`config.mk`:
```
export PLATFORM = sky130hd
export DESIGN_NAME = mul_accum
export DESIGN_NICKNAME = d
export VERILOG_FILES = /design/src/rtl/mul_accum.sv
export SDC_FILE = /design/constraint.sdc
export NUM_CORES = 1
export LEC_CHECK = 0
export BUFFER_PORTS_ARGS = -buffer_cell sky130_fd_sc_hd__buf_2
export CORE_MARGIN = 1
export CORE_UTILIZATION = 35
export CTS_CLUSTER_DIAMETER = 50
export DETAILED_ROUTE_END_ITERATION = 6
export GPL_TIMING_DRIVEN = 0
export MAX_ROUTING_LAYER = met4
export REMOVE_ABC_BUFFERS = 1
export SETUP_SLACK_MARGIN = 0.15
export SLEW_MARGIN = 25
export SYNTH_ARGS = -nofsm -noshare
export SYNTH_HDL_FRONTEND = slang
export SYNTH_SLANG_ARGS = --single-unit
```
`constraint.sdc`:
```
create_clock -name Clk -period 3.8 [get_ports Clk]
set_input_delay 0.38 -clock Clk [delete_from_list [all_inputs] [get_ports Clk]]
set_output_delay 0.38 -clock Clk [all_outputs]
set_load 0.005 [all_outputs]
```
`src/rtl/mul_accum.sv`:
```
// mul_accum: multiply-accumulate reduction stage.
// Sums COUNT consecutive accepted unsigned products into an ACCWIDTH-wide
// accumulator. Each completed sum is held on a registered output under a
// valid/ready handshake, together with a sticky carry-out flag.
//
// Ports:
//   Clk       - clock; all state changes on the rising edge
//   Rst       - asynchronous active-low reset
//   prod      - unsigned product from the MUL stage (DATAWIDTH bits)
//   in_valid  - prod is valid this cycle
//   in_ready  - block can accept a term (decoded from state only)
//   clr       - synchronous clear of partial sum and pending result
//   sum       - completed accumulation result (ACCWIDTH bits)
//   out_valid - sum is valid
//   out_ready - consumer accepts sum
//   ovf       - a carry out of ACCWIDTH occurred while building this result
//   term_cnt  - terms accepted toward the current result
module mul_accum #(
  parameter int DATAWIDTH = 2,
  parameter int ACCWIDTH  = 8,
  parameter int COUNT     = 4,
  parameter int CNTWIDTH  = 3
) (
  input  logic                 Clk,
  input  logic                 Rst,
  input  logic [DATAWIDTH-1:0] prod,
  input  logic                 in_valid,
  output logic                 in_ready,
  input  logic                 clr,
  output logic [ACCWIDTH-1:0]  sum,
  output logic                 out_valid,
  input  logic                 out_ready,
  output logic                 ovf,
  output logic [CNTWIDTH-1:0]  term_cnt
);

  typedef enum logic [0:0] {
    ST_ACC  = 1'b0,
    ST_HOLD = 1'b1
  } state_t;

  localparam logic [CNTWIDTH-1:0] LAST_CNT = CNTWIDTH'(COUNT - 1);

  state_t                state_r, state_s;
  logic [ACCWIDTH-1:0]   acc_r, acc_s;
  logic [CNTWIDTH-1:0]   cnt_r, cnt_s;
  logic                  ovf_acc_r, ovf_acc_s;
  logic [ACCWIDTH-1:0]   sum_r, sum_s;
  logic                  ovf_r, ovf_s;
  logic                  out_valid_r, out_valid_s;

  // One bit wider than the accumulator so the carry out is visible.
  logic [ACCWIDTH:0]     total_s;

  assign total_s = {1'b0, acc_r} + {{(ACCWIDTH + 1 - DATAWIDTH){1'b0}}, prod};

  // Next-state and datapath update; clr overrides accept and output handshake.
  always_comb begin
    state_s     = state_r;
    acc_s       = acc_r;
    cnt_s       = cnt_r;
    ovf_acc_s   = ovf_acc_r;
    sum_s       = sum_r;
    ovf_s       = ovf_r;
    out_valid_s = out_valid_r;

    if (clr) begin
      state_s     = ST_ACC;
      acc_s       = {ACCWIDTH{1'b0}};
      cnt_s       = {CNTWIDTH{1'b0}};
      ovf_acc_s   = 1'b0;
      sum_s       = {ACCWIDTH{1'b0}};
      ovf_s       = 1'b0;
      out_valid_s = 1'b0;
    end else begin
      case (state_r)
        ST_ACC: begin
          if (in_valid) begin
            if (cnt_r == LAST_CNT) begin
              // Final term goes straight to the result register.
              sum_s       = total_s[ACCWIDTH-1:0];
              ovf_s       = ovf_acc_r | total_s[ACCWIDTH];
              out_valid_s = 1'b1;
              acc_s       = {ACCWIDTH{1'b0}};
              cnt_s       = {CNTWIDTH{1'b0}};
              ovf_acc_s   = 1'b0;
              state_s     = ST_HOLD;
            end else begin
              acc_s       = total_s[ACCWIDTH-1:0];
              ovf_acc_s   = ovf_acc_r | total_s[ACCWIDTH];
              cnt_s       = cnt_r + CNTWIDTH'(1);
            end
          end else begin
            state_s = ST_ACC;
          end
        end
        ST_HOLD: begin
          if (out_ready) begin
            out_valid_s = 1'b0;
            state_s     = ST_ACC;
          end else begin
            state_s = ST_HOLD;
          end
        end
        default: begin
          state_s = ST_ACC;
        end
      endcase
    end
  end

  // State and datapath registers with asynchronous active-low reset.
  always_ff @(posedge Clk or negedge Rst) begin
    if (!Rst) begin
      state_r     <= ST_ACC;
      acc_r       <= {ACCWIDTH{1'b0}};
      cnt_r       <= {CNTWIDTH{1'b0}};
      ovf_acc_r   <= 1'b0;
      sum_r       <= {ACCWIDTH{1'b0}};
      ovf_r       <= 1'b0;
      out_valid_r <= 1'b0;
    end else begin
      state_r     <= state_s;
      acc_r       <= acc_s;
      cnt_r       <= cnt_s;
      ovf_acc_r   <= ovf_acc_s;
      sum_r       <= sum_s;
      ovf_r       <= ovf_s;
      out_valid_r <= out_valid_s;
    end
  end

  assign in_ready  = (state_r == ST_ACC);
  assign sum       = sum_r;
  assign ovf       = ovf_r;
  assign out_valid = out_valid_r;
  assign term_cnt  = cnt_r;

endmodule

```
==> reports/results.ini, run 1 <==
[layout]
final_util_pct=42.2
area_growth_pct=15.6
multi_input_area_um2=502
layout.nets=135
register_area_um2=576
n_antenna_cell=0
drive_gt1_share_pct=21.1
stdcell_area_mm2=0.00128
nFillCells=297

[power_and_ir_drop]
vdd_drop_max_uv=96.3
leakage_nw=0.636
finalPower_w=0.000410
power_density_mw_per_mm2=321

[sta]
setup_viol=0
fin_skew_ns=0.00129
rsz0062_at_grt=no
fin_crit_ns=1.84
setup_ws_ns=1.96
slew_headroom_pct=53.1
fin_setup_tns_ns=0
hold_viol=0
max_freq_mhz=544
fin_crit_sh_pct=48.4
tightest_slew_ns=0.700
maxSlewViolCount=0

[route]
drt_iter0_drc=19
num_vias=842
vias_per_cell=5.04
drc=0
ant_nets=0
finalWirelength_um=2070
wl_per_cell_um=12.4
firstDrtPassIters=4

[clock_network]
clkLatencyLatePin_ns=0.30
cts.sinks=23
clk_path_buf_depth=2
clk_pin_slew_worst_paths_ns=0.12
hold_buffers=0
numCtsBuffers=3
cts_root_buf=clkbuf_4
cts_setup_buffers=0
cts_tree=done
cts_htree_levels=1
cts_resized=0

[critical_path]
reg2reg_depth=5
cp_max_fo=11
r2r_end=acc_r[2]$_DFFE_PN0P_
cpMaxStageDelayCell=nor3_2
crit_path_end_kind=flop
critPathMaxStageDelay_ns=0.59
cp_num_buf_inv=0
crit_chain=ha_1 > nor2b_1 > nor3_2 > a21oi_1 > mux2i_1
crit_type=flop to flop
path_delay_family=simple AND/OR/NAND/NOR gates
arrival_ns=2.08
worstSetupStartpoint=term_cnt[0]$_DFFE_PN0P_
crit_required_ns=4.04
r2r-start=term_cnt[0]$_DFFE_PN0P_
r2r_setup_slack_ns=1.96
startpoint_type=flop
cp.depth=5

[synth]
yosysSeqAreaShare_pct=52.1
synth_edf_count=0
synthCells=102
synth.distinct_cells=28
ys_warn_count=0
async_flop_share_pct=100
ys_ff_latch=23
synth-main-ff-cell=dfrtp_1
synth.avg_cell_area_um2=10.8
netlist_area_mm2=0.00110

[place]
io_buffers=20
hpwl_um=1520
dp_slack_ns=1.87
dpl_cell_area_mm2=0.00125
place.gp.congestion=0.741

[floorplan]
fp.dieH_um=58.2
die-area_mm2=0.00339
num_rows=20
start_util_pct=36.5
coreArea_mm2=0.00303
ios=21
die_w_um=58.2

[job]
drv_cap=0

[global_routing]
grt.overflow.total=0
grt_max_degree=24
antenna_found_initial=0
track_usage_pct=13.8
grt_pass1_wl_um=3480
grt_pass1_vias=754

[worst_hold_path]
hp-class=primary input to async pin

[outcome]
status=finished clean

-- cells by family after synthesis --
| group | Yosys count | synth area share (%) |
|---|---|---|
| compound gates | 29 | 18.0 |
| mux | 2 | 1.81 |
| simple gates | 30 | 15.2 |
| flops | 23 | 52.1 |
| fa+ha+maj | 4 | 5.21 |
| buf+inv | 8 | 2.94 |
| xor+xnor | 6 | 4.76 |
-- through the flow --
stage                     cells  hold WS (ns)
after floorplan              99        0.0844
after global placement      163         0.377
after detailed placement    163         0.381
after CTS                   167        0.0323
after global routing        167        0.0524
final                       167        0.0217
-- cell usage in the layout, fill, tap and decap left out --
cell and n:
o21ai_0 3, xnor2_1 4, nand2b_1 3, fa_1 1, o22ai_1 1, nand3_1 3, buf_2 20, ha_1 3
clkbuf_4 3, nand4_1 2, or3_1 2, nand4bb_1 1, nand2_1 7, nor2b_1 4, dfrtp_1 23, a21oi_1 8
nor3_2 1, clkbuf_1 1, and3_1 3, o21ai_1 2, mux2i_1 2, nor2_1 3, a21o_1 2, inv_1 5
o31ai_1 1, xor2_1 2, a21oi_2 1, a22o_1 11, or3_4 1
-- state kept, by name, indices dropped and copies added (netlist names) --
name       count
out_valid      1
ovf            1
term_cnt       3
acc_r          8
sum            8
ovf_acc_r      1
state_r        1
-- worst max-delay path by stage --
| stage | end | slack (ns) |
|---|---|---|
| after global routing | acc_r[2]$_DFFE_PN0P_ | 1.75 |
| after floorplan | acc_r[4]$_DFFE_PN0P_ | 2.02 |
| after global placement | acc_r[2]$_DFFE_PN0P_ | 1.69 |
| final | acc_r[2]$_DFFE_PN0P_ | 1.96 |
| after CTS | acc_r[2]$_DFFE_PN0P_ | 1.93 |
| after detailed placement | ovf$_DFFE_PN0P_ | 1.87 |
-- cell usage after synthesis, types with 2 or more instances --
cell type  instances  area, um2
a21o_1             2       15.0
a21oi_1            8       40.0
a22o_1            11       96.3
and3_1             3       18.8
buf_2              2       10.0
dfrtp_1           23        576
ha_1               3       37.5
inv_1              5       18.8
mux2i_1            2       20.0
nand2_1            7       26.3
nand2b_1           3       18.8
nand3_1            3       15.0
nand4_1            2       12.5
nor2_1             3       11.3
nor2b_1            4       25.0
o21ai_0            3       15.0
o21ai_1            2       10.0
or3_1              2       12.5
xnor2_1            4       35.0
xor2_1             2       17.5
-- per-layer routing --
layer	routed length, um	global-route usage [%]	vias to the layer above
li1	-	-	410
met1	1020	17.7	412
met2	976	21.7	15
met3	34	2.01	5
met4	39	6.12	0
met5	0	-	-
-- report_power, final --
part	total, W	internal [W]	switching [W]
Clock	0.000111	0.0000409	0.0000696
Sequential	0.000255	0.000250	0.00000543
Combinational	0.0000447	0.0000178	0.0000269
-- final cells by class --
class,instances,area share (%)
timing repair buffer,20,7.84
clock buffer,4,2.06
inverter,5,1.47
multi-input combinational,71,39.3
sequential,23,45.1
tap,44,4.31
Power figures use the tool's default switching activity.
==> run 2: changes to the inputs <==
==> constraint.sdc (replaced) <==
create_clock -name Clk -period 1.8 [get_ports Clk]
set_input_delay 0.18 -clock Clk [delete_from_list [all_inputs] [get_ports Clk]]
set_output_delay 0.18 -clock Clk [all_outputs]
set_load 0.005 [all_outputs]
==> reports/results.ini, run 2 (same netlist as run 1, synthesis figures left out) <==
[sta]
maxSlewViolCount=0  ; unchanged
tightest_slew_ns=0.702  ; was 0.700 ns
fin_crit_ns=1.64  ; was 1.84 ns
hold_viol=0  ; unchanged
setup_viol=0  ; unchanged
fin_skew_ns=0.00108  ; was 0.00129 ns
slew_headroom_pct=53.0  ; was 53.1%
fin_crit_sh_pct=91.3  ; was 48.4%
rsz0062_at_grt=yes  ; was no
max_freq_mhz=608  ; was 544 MHz

[global_routing]
grt_pass1_vias=806  ; was 754
grt_pass1_wl_um=3660  ; was 3480 um
grt_max_degree=24  ; unchanged
antenna_found_initial=0  ; unchanged
track_usage_pct=14.5  ; was 13.8%
grt.overflow.total=0  ; unchanged

[layout]
n_antenna_cell=0  ; unchanged
drive_gt1_share_pct=29.5  ; was 21.1%
final_common_cell=dfrtp_1  ; unchanged
final_util_pct=45.2  ; was 42.2%
area_growth_pct=24.0  ; was 15.6%
register_area_um2=576  ; unchanged
multi_input_area_um2=547  ; was 502 um2
stdcell_area_mm2=0.00137  ; was 0.00128 mm2
layout_common_cells=23 x dfrtp_1, 20 x buf_2, 11 x a22o_1, 7 x a21oi_1, 7 x nand2_1  ; was 23 x dfrtp_1, 20 x buf_2, 11 x a22o_1, 8 x a21oi_1, 7 x nand2_1
layout.nets=141  ; was 135
nFillCells=288  ; was 297

[critical_path]
r2r-start=acc_r[0]$_DFFE_PN0P_  ; was term_cnt[0]$_DFFE_PN0P_
startpoint_type=flop  ; unchanged
r2r_end=ovf$_DFFE_PN0P_  ; was acc_r[2]$_DFFE_PN0P_
crit_path_end_kind=flop  ; unchanged
arrival_ns=1.86  ; was 2.08 ns
reg2reg_depth=6  ; was 5
crit_type=flop to flop  ; unchanged
r2r_setup_slack_ns=0.16  ; was 1.96 ns
worstSetupStartpoint=acc_r[0]$_DFFE_PN0P_  ; was term_cnt[0]$_DFFE_PN0P_
cp_max_fo=5  ; was 11
crit_required_ns=2.02  ; was 4.04 ns

[clock_network]
cts.sinks=23  ; unchanged
cts_root_buf=clkbuf_4  ; unchanged
cts_htree_levels=1  ; unchanged
cts_tree=done  ; unchanged
clkLatencyLatePin_ns=0.31  ; was 0.30 ns
numCtsBuffers=3  ; unchanged
clk_path_buf_depth=2  ; unchanged
clk_pin_slew_worst_paths_ns=0.12  ; about the same

[power_and_ir_drop]
leakage_nw=0.659  ; was 0.636 nW
power_density_mw_per_mm2=655  ; was 321 mW/mm2
vdd_drop_max_uv=200  ; was 96.3 uV

[floorplan]
start_util_pct=36.5  ; unchanged
die-area_mm2=0.00339  ; unchanged
ios=21  ; unchanged
coreArea_mm2=0.00303  ; unchanged
fp.dieH_um=58.2  ; unchanged
die_w_um=58.2  ; unchanged
num_rows=20  ; unchanged

[worst_hold_path]
hp-class=primary input to flop  ; was primary input to async pin
hold_depth=3
min_from=out_ready
holdPathEnd=state_r$_DFF_PN0_

[route]
drt_iter0_drc=11  ; was 19
wl_per_cell_um=12.5  ; was 12.4 um
ant_nets=0  ; unchanged
vias_per_cell=4.88  ; was 5.04
num_vias=844  ; was 842
firstDrtPassIters=4  ; unchanged
finalWirelength_um=2150  ; was 2070 um
drc=0  ; unchanged

[job]
drv_cap=0  ; unchanged

[outcome]
status=finished clean  ; unchanged

[place]
dpl_cell_area_mm2=0.00125  ; unchanged
hpwl_um=1520  ; unchanged
io_buffers=20  ; unchanged
place.gp.congestion=0.741  ; unchanged

[run 2: changes by cell type in the layout (fill, tap and decap cells not counted), moves of 2 or more]
cell / before / now
and3_4: 0 / 2
and3_1: 3 / 1
buf_4: 0 / 5
ha_1: 3 / 1
[run 2: repair_timing]
item	in CTS	in global routing
buffers inserted	4	1
gates resized for setup	11	0
endpoints found under the hold margin	23	0
pin swaps	4	4
hold buffers	1	0
setup endpoints to repair	13	8
[run 2: final cells by class]
type	instances	area share, %
clock buffer	4	1.92
inverter	5	1.37
multi-input combinational	71	39.9
sequential	23	42.0
tap	44	4.02
timing repair buffer	26	10.8
[run 2: worst max-delay path: stages (launching register included)]
cell and delay [ns]:
dfrtp_1 0.44, ha_4 0.18, fa_2 0.39, and3_4 0.20
and3_4 0.18, o21ai_1 0.11, nand2_1 0.06
[run 2: worst max-delay path by stage]
stage | end | depth (start not counted)
detailed placement | acc_r[3]$_DFFE_PN0P_ | 5
global route | ovf$_DFFE_PN0P_ | 6
global placement | acc_r[2]$_DFFE_PN0P_ | 5
CTS | ovf$_DFFE_PN0P_ | 6
floorplan | acc_r[4]$_DFFE_PN0P_ | 5
finish | ovf$_DFFE_PN0P_ | 6
[run 2: power breakdown]
| part | total, W | leakage, nW | internal (W) | switching (W) |
|---|---|---|---|---|
| Clock | 0.000240 | 0.0150 | 0.0000866 | 0.000153 |
| Combinational | 0.000118 | 0.326 | 0.0000545 | 0.0000633 |
| Sequential | 0.000539 | 0.318 | 0.000527 | 0.0000118 |
| Total | 0.000897 | 0.659 | 0.000668 | 0.000228 |
[run 2: through the flow]
step | worst slack [ns] | hold slack, ns | setup TNS, ns | total power, W | std cells
2_1_floorplan | 0.0163 | -0.116 | 0 | 0.000601 | 99
3_3_place_gp | -0.305 | 0.177 | -2.14 | 0.000640 | 163
3_5_place_dp | -0.0276 | 0.181 | -0.0567 | 0.000645 | 163
4_1_cts | 0.119 | 0.121 | 0 | 0.000902 | 172
5_1_grt | 0.125 | 0.161 | 0 | 0.000936 | 173
6_report | 0.156 | 0.144 | 0 | 0.000897 | 173
[run 2: layer usage]
layer  global-route usage (%)  up-vias  part of all wire, %
met4                     6.12        0                  1.8
met3                     2.01        5                  1.2
li1                         -      424                    -
met1                     18.1      404                   49
met2                     23.3       11                   48
met5                        -        -                    0
